[src/rtl/hazard_pkg.sv]
// Shared constants and types for the pipeline hazard controller.
// Forward-select codes and the mult/div tracker state encoding.
package hazard_pkg;

  localparam logic [1:0] FWD_RF  = 2'b00;
  localparam logic [1:0] FWD_WB  = 2'b01;
  localparam logic [1:0] FWD_MEM = 2'b10;

  typedef enum logic {
    MD_IDLE = 1'b0,
    MD_BUSY = 1'b1
  } md_state_t;

endpackage

[src/rtl/hazard_ctrl_mc_md_busy_tracker.sv]
// Multi-cycle mult/div busy tracker: HI/LO interlock source for the hazard unit.
//   state   | meaning
//   MD_IDLE | no mult/div in flight, accepts a qualified start
//   MD_BUSY | op executing, cnt counts down to the last busy cycle
import hazard_pkg::*;

module md_busy_tracker #(
  parameter int unsigned MD_LATENCY = 4
) (
  input  logic clk,
  input  logic rst_n,
  input  logic start,
  output logic MdBusy
);

  localparam int unsigned CW = $clog2(MD_LATENCY);
  localparam logic [CW-1:0] LOAD = CW'(MD_LATENCY - 1);
  localparam logic [CW-1:0] LAST = CW'(1);

  md_state_t     state;
  logic [CW-1:0] cnt;

  // Runs free of stalls; a start while busy is blocked upstream and ignored here.
  always_ff @(posedge clk or negedge rst_n) begin
    if (!rst_n) begin
      state  <= MD_IDLE;
      cnt    <= '0;
      MdBusy <= 1'b0;
    end else begin
      case (state)
        MD_IDLE: begin
          if (start) begin
            state  <= MD_BUSY;
            cnt    <= LOAD;
            MdBusy <= 1'b1;
          end
        end
        MD_BUSY: begin
          if (cnt == LAST) begin
            state  <= MD_IDLE;
            cnt    <= '0;
            MdBusy <= 1'b0;
          end else begin
            cnt <= cnt - 1'b1;
          end
        end
        default: begin
          state  <= MD_IDLE;
          cnt    <= '0;
          MdBusy <= 1'b0;
        end
      endcase
    end
  end

endmodule

[src/rtl/hazard_ctrl_mc.sv]
// Hazard controller for the five-stage MIPS core: forwarding, stalls, flushes, mult/div interlock.
// Optional performance counters are built when HAZ_PERF_CNT_EN is defined.
import hazard_pkg::*;

module hazard_ctrl_mc #(
  parameter int unsigned REG_AW     = 5,
  parameter int unsigned MD_LATENCY = 4,
  parameter int unsigned CNT_W      = 16
) (
  input  logic              clk,
  input  logic              rst_n,
  input  logic [REG_AW-1:0] RsD,
  input  logic [REG_AW-1:0] RtD,
  input  logic [REG_AW-1:0] RsE,
  input  logic [REG_AW-1:0] RtE,
  input  logic [REG_AW-1:0] WriteRegE,
  input  logic [REG_AW-1:0] WriteRegM,
  input  logic [REG_AW-1:0] WriteRegW,
  input  logic              RegWriteE,
  input  logic              RegWriteM,
  input  logic              RegWriteW,
  input  logic              MemtoRegE,
  input  logic              MemtoRegM,
  input  logic              BranchD,
  input  logic              JumpD,
  input  logic              PCSrcD,
  input  logic              MdStartE,
  input  logic              MdStartD,
  input  logic              MdReadD,
  input  logic              DmemReadyM,
  output logic              StallF,
  output logic              StallD,
  output logic              StallE,
  output logic              StallM,
  output logic              FlushD,
  output logic              FlushE,
  output logic              FlushW,
  output logic              ForwardAD,
  output logic              ForwardBD,
  output logic [1:0]        ForwardAE,
  output logic [1:0]        ForwardBE,
  output logic              MdBusy,
  output logic [CNT_W-1:0]  StallCnt,
  output logic [CNT_W-1:0]  FlushCnt
);

  logic memwait, lwstall, branchstall, mdstall, hz, md_start;

  always_comb begin
    ForwardAE = FWD_RF;
    if (RsE != '0 && RsE == WriteRegM && RegWriteM)      ForwardAE = FWD_MEM;
    else if (RsE != '0 && RsE == WriteRegW && RegWriteW) ForwardAE = FWD_WB;
    ForwardBE = FWD_RF;
    if (RtE != '0 && RtE == WriteRegM && RegWriteM)      ForwardBE = FWD_MEM;
    else if (RtE != '0 && RtE == WriteRegW && RegWriteW) ForwardBE = FWD_WB;
  end

  assign ForwardAD = (RsD != '0) && (RsD == WriteRegM) && RegWriteM;
  assign ForwardBD = (RtD != '0) && (RtD == WriteRegM) && RegWriteM;

  assign lwstall = MemtoRegE && (RtE != '0) && ((RsD == RtE) || (RtD == RtE));
  assign branchstall = BranchD &&
      ((RegWriteE && WriteRegE != '0 && (WriteRegE == RsD || WriteRegE == RtD)) ||
       (MemtoRegM && WriteRegM != '0 && (WriteRegM == RsD || WriteRegM == RtD)));
  assign mdstall = (MdBusy || MdStartE) && (MdStartD || MdReadD);
  assign hz      = lwstall || branchstall || mdstall;
  assign memwait = ~DmemReadyM;

  // Memory wait freezes the whole pipe and outranks any D-stage hazard.
  always_comb begin
    StallF = 1'b0;
    StallD = 1'b0;
    StallE = 1'b0;
    StallM = 1'b0;
    FlushD = 1'b0;
    FlushE = 1'b0;
    FlushW = 1'b0;
    if (memwait) begin
      StallF = 1'b1;
      StallD = 1'b1;
      StallE = 1'b1;
      StallM = 1'b1;
      FlushW = 1'b1;
    end else if (hz) begin
      StallF = 1'b1;
      StallD = 1'b1;
      FlushE = 1'b1;
    end else begin
      FlushD = JumpD || PCSrcD;
    end
  end

  assign md_start = MdStartE && !StallE && !FlushE;

  md_busy_tracker #(
    .MD_LATENCY (MD_LATENCY)
  ) u_md_busy_tracker (
    .clk    (clk),
    .rst_n  (rst_n),
    .start  (md_start),
    .MdBusy (MdBusy)
  );

`ifdef HAZ_PERF_CNT_EN
  logic [CNT_W-1:0] stall_cnt, flush_cnt;

  // Saturating so long runs never alias back to small counts.
  always_ff @(posedge clk or negedge rst_n) begin
    if (!rst_n) begin
      stall_cnt <= '0;
      flush_cnt <= '0;
    end else begin
      if (StallF && stall_cnt != '1) stall_cnt <= stall_cnt + 1'b1;
      if ((FlushD || FlushE || FlushW) && flush_cnt != '1) flush_cnt <= flush_cnt + 1'b1;
    end
  end

  assign StallCnt = stall_cnt;
  assign FlushCnt = flush_cnt;
`else
  assign StallCnt = '0;
  assign FlushCnt = '0;
`endif

endmodule

[config.mk]
export PLATFORM = sky130hd
export DESIGN_NAME = hazard_ctrl_mc
export DESIGN_NICKNAME = d
export VERILOG_FILES = /design/src/rtl/hazard_pkg.sv /design/src/rtl/hazard_ctrl_mc_md_busy_tracker.sv /design/src/rtl/hazard_ctrl_mc.sv
export SDC_FILE = /design/constraint.sdc
export NUM_CORES = 1
export LEC_CHECK = 0
export ABC_AREA = 1
export CAP_MARGIN = 15
export CORE_MARGIN = 2
export CORE_UTILIZATION = 36
export CTS_CLUSTER_SIZE = 10
export DETAILED_ROUTE_END_ITERATION = 8
export GPL_ROUTABILITY_DRIVEN = 0
export MAX_ROUTING_LAYER = met4
export PLACE_DENSITY_LB_ADDON = 0.15
export SETUP_SLACK_MARGIN = 0.1
export SYNTH_ARGS = -nofsm -noshare
export SYNTH_HDL_FRONTEND = slang
export SYNTH_SLANG_ARGS = --single-unit
export TNS_END_PERCENT = 30
[constraint.sdc]
create_clock -name clk -period 2.36 [get_ports clk]
set_input_delay 0.59 -clock clk [delete_from_list [all_inputs] [get_ports clk]]
set_output_delay 0.59 -clock clk [all_outputs]
set_load 0.05 [all_outputs]
==> flow_metrics.tcl <==
set metrics [dict create \
    status "finished, violations left" \
    violations "negative setup slack" \
    cpPeakStageDelay_ps 140 \
    setup_viol 3 \
    synth_most_common_cell "nand2_1" \
    drive_gt1_share_pct 42.9 \
    start_util_pct 37.3 \
    rsz0062_at_grt "yes" \
    drv_cap 0 \
    ioPinCount 95 \
    synthAdderAreaFrac_pct 0.916 \
    fin_crit_ps 2370 \
    fin_crit_sh_pct 100 \
    clk_latency_ps 210 \
    dp_hpwl_um 3500 \
    synth_top_family_by_area "simple AND/OR/NAND/NOR gates" \
    power_density_nw_per_um2 396 \
    grt.total_usage_pct 21.6 \
    nets 397 \
    ff_latch_area_um2 100 \
    cts_tree "yes" \
    io_buffers 62 \
    irDropWorstVdd_mv 0.552 \
    synth.mux.area_fraction_pct 0 \
    synth_area_um2 1370 \
    via_per_inst 4.45 \
    cts_sinks 4 \
    syn2layout_area_growth_pct 90.2 \
    die_y_um 65.6 \
    grt_pass1_wl_um 7290 \
    max_clock_freq_mhz 422 \
    slew_headroom_pct 66.8 \
    wire_per_inst_um 11.5 \
    maxSlewViolCount 0 \
    synth-simple-area-share_pct 35.3 \
    grt_pass1_vias 1734 \
    worstPathArrival_ps 1780 \
    cp_top_family "simple AND/OR/NAND/NOR gates" \
    synth-edff-count 0 \
    first_pass_iters 4 \
    fin_worst_skew_ps 3.62 \
    ys_types 31 \
    synth_commonest_cells "nand2_1 (67), buf_4 (35), inv_1 (35)" \
    ys_ff_latch 4 \
    die_x_um 65.6 \
    root_buffer "clkbuf_8" \
    cp.depth 13 \
    yosysWarningCount 0 \
    cp.required_ps 1770 \
    grt_overflow_total 0 \
    critPathMaxFanout 5 \
    crit_buf_inv 4 \
    h-tree-depth 1 \
    detail-route-antenna-nets 0 \
    yosys.area_share.xor_xnor_pct 14.7 \
    dr.first_iter.drc_count 62 \
    critPathLaunchType "primary input" \
    num_vias 1749 \
    async_reset_ff_share_pct 100 \
    core-area_um2 3660 \
    tightest_slew_ps 497 \
    synth.area.top_cells "buf_4 (19%), nand2_1 (18%), inv_1 (9.6%), xor2_1 (8.3%), dfrtp_1 (7.3%)" \
    syn-instance-count 240 \
    drcViolationCount 0 \
    synth_compound_area_share_pct 9.89 \
    yosys.area.top_type "buf_4" \
    min_path_cells 3 \
    setup_ws_ps -7.38 \
    p_leak_nw 1.40 \
    synth_top_area_share_pct 19.2 \
    antenna_found_initial 0 \
    crit_type "primary input to output pin" \
    cp_cell_sequence "buf_4 > inv_2 > nand2_1 > nand2_1 > nor2_1 > nand3_1 > nand2_1 > nand2_2 > nand2_1 > nand2_2 > nand3_4 > buf_12 > buf_12" \
    cts_buffer_depth 2 \
    cpMostUsedCell "nand2_1" \
    fp.dieArea_um2 4300 \
    holdWs_ps 506 \
    multi_input_area_um2 1170 \
    stdcell_count 393 \
    ys_dominant_reg_cell "dfrtp_1" \
    grt_max_degree 7 \
    clk_pin_slew_worst_paths_ps 30 \
    reg2regPathDepth 8 \
    drt-total-wl_um 4540 \
    slowest_stage "buf_12" \
    min_path_type "flip-flop to flip-flop" \
    finalHoldViolCount 0 \
    worstSetupEndpointType "output pin" \
    seq_area_frac_synth_pct 7.33 \
    antennaDiodeCount 0 \
    place_ws_ps -525 \
    syn_avg_cell_area_um2 5.69 \
    fillers 322 \
    dp_cells 381 \
    cts_made_buffers 3 \
    placementRows 22 \
]
-- final cells by class --
class	instances	area share [%]
Clock buffer	3	1.59
Inverter	39	6.02
Multi-Input combinational cell	190	45.1
Sequential cell	4	3.85
Tap cell	48	2.31
Timing Repair Buffer	109	41.2
-- sequential cells by signal, indices dropped and copies added, names as in the netlist --
| signal | cells |
|---|---|
| u_md_busy_tracker.MdBusy | 1 |
| u_md_busy_tracker.state | 1 |
| u_md_busy_tracker.cnt | 2 |
-- cells in the final DEF (no fill, tap or decap), drive strengths merged --
cell            n
dlymetal6s2s    1
o211ai          2
dlygate4sd2     2
and3            1
a21boi          2
or2             1
a221oi          1
buf            89
inv            39
nand3          10
nand4           3
a311oi          1
nand2          70
o221ai          2
nor3            3
nor4            4
xor2           13
xnor2          10
conb           32
a21oi           1
clkdlybuf4s50  11
a211oi          1
clkdlybuf4s15   3
clkbuf          6
o21ai           4
dfrtp           4
o22ai           4
nor2           23
o2111ai         1
ha              1
-- path summary, 6_finish.rpt --
kind,end,slack (ps),startpoint
hold reg to reg,u_md_busy_tracker.MdBusy,510,u_md_busy_tracker.state
setup reg to reg,u_md_busy_tracker.MdBusy,950,u_md_busy_tracker.MdBusy
max in group asynchronous,u_md_busy_tracker.MdBusy,1620,rst_n
setup / recovery,StallD,-7,WriteRegM[2]
min in group asynchronous,u_md_busy_tracker.cnt[0],570,rst_n
hold / removal,u_md_busy_tracker.MdBusy,510,u_md_busy_tracker.state
-- where the power goes --
part	internal [mW]	total [mW]	switching [mW]
registers	0.105	0.126	0.0205
clock network	0.109	0.143	0.0340
logic	0.315	0.761	0.447
total	0.528	1.03	0.501
-- worst reg2reg max path, delay by kind of cell, from the launching register on --
kind            cells  cell delay, ps
buf+inv             2             200
simple gates        3             210
flops               1             380
compound gates      3             550
-- logic make-up after synthesis --
logic type                 Yosys count
and+or+nand+nor                    115
other                                1
adders and majority gates            1
AOI/OAI and AO/OA                   19
DFF                                  4
buffers and inverters               77
xor gates and xnor gates            23
-- metal layers --
metal	global-route usage [%]	vias up	wire [um]
li1	-	895	-
met1	25.8	778	1900
met2	40.3	70	2340
met3	0.514	6	234
met4	5.21	0	67
met5	-	-	0
-- per-stage QoR --
stage          utilization [%]  total power, mW  instance area, um^2  TNS [ps]
3_5_place_dp              64.4            0.826                 2360     -4980
4_1_cts                   68.9             1.00                 2520     -31.6
5_1_grt                   71.0             1.10                 2600      -390
6_report                  71.0             1.03                 2600     -14.9
3_3_place_gp              64.4            0.820                 2360     -4890
2_1_floorplan                -            0.594                 1580      -270
-- timing repair --
item,4_1_cts,5_1_grt
hold buffers,0,0
setup buffers,6,3
setup endpoints to repair,12,10
pin swaps,34,21
gates resized for setup,199,24
Note: power is estimated with default switching activity, not from simulation.
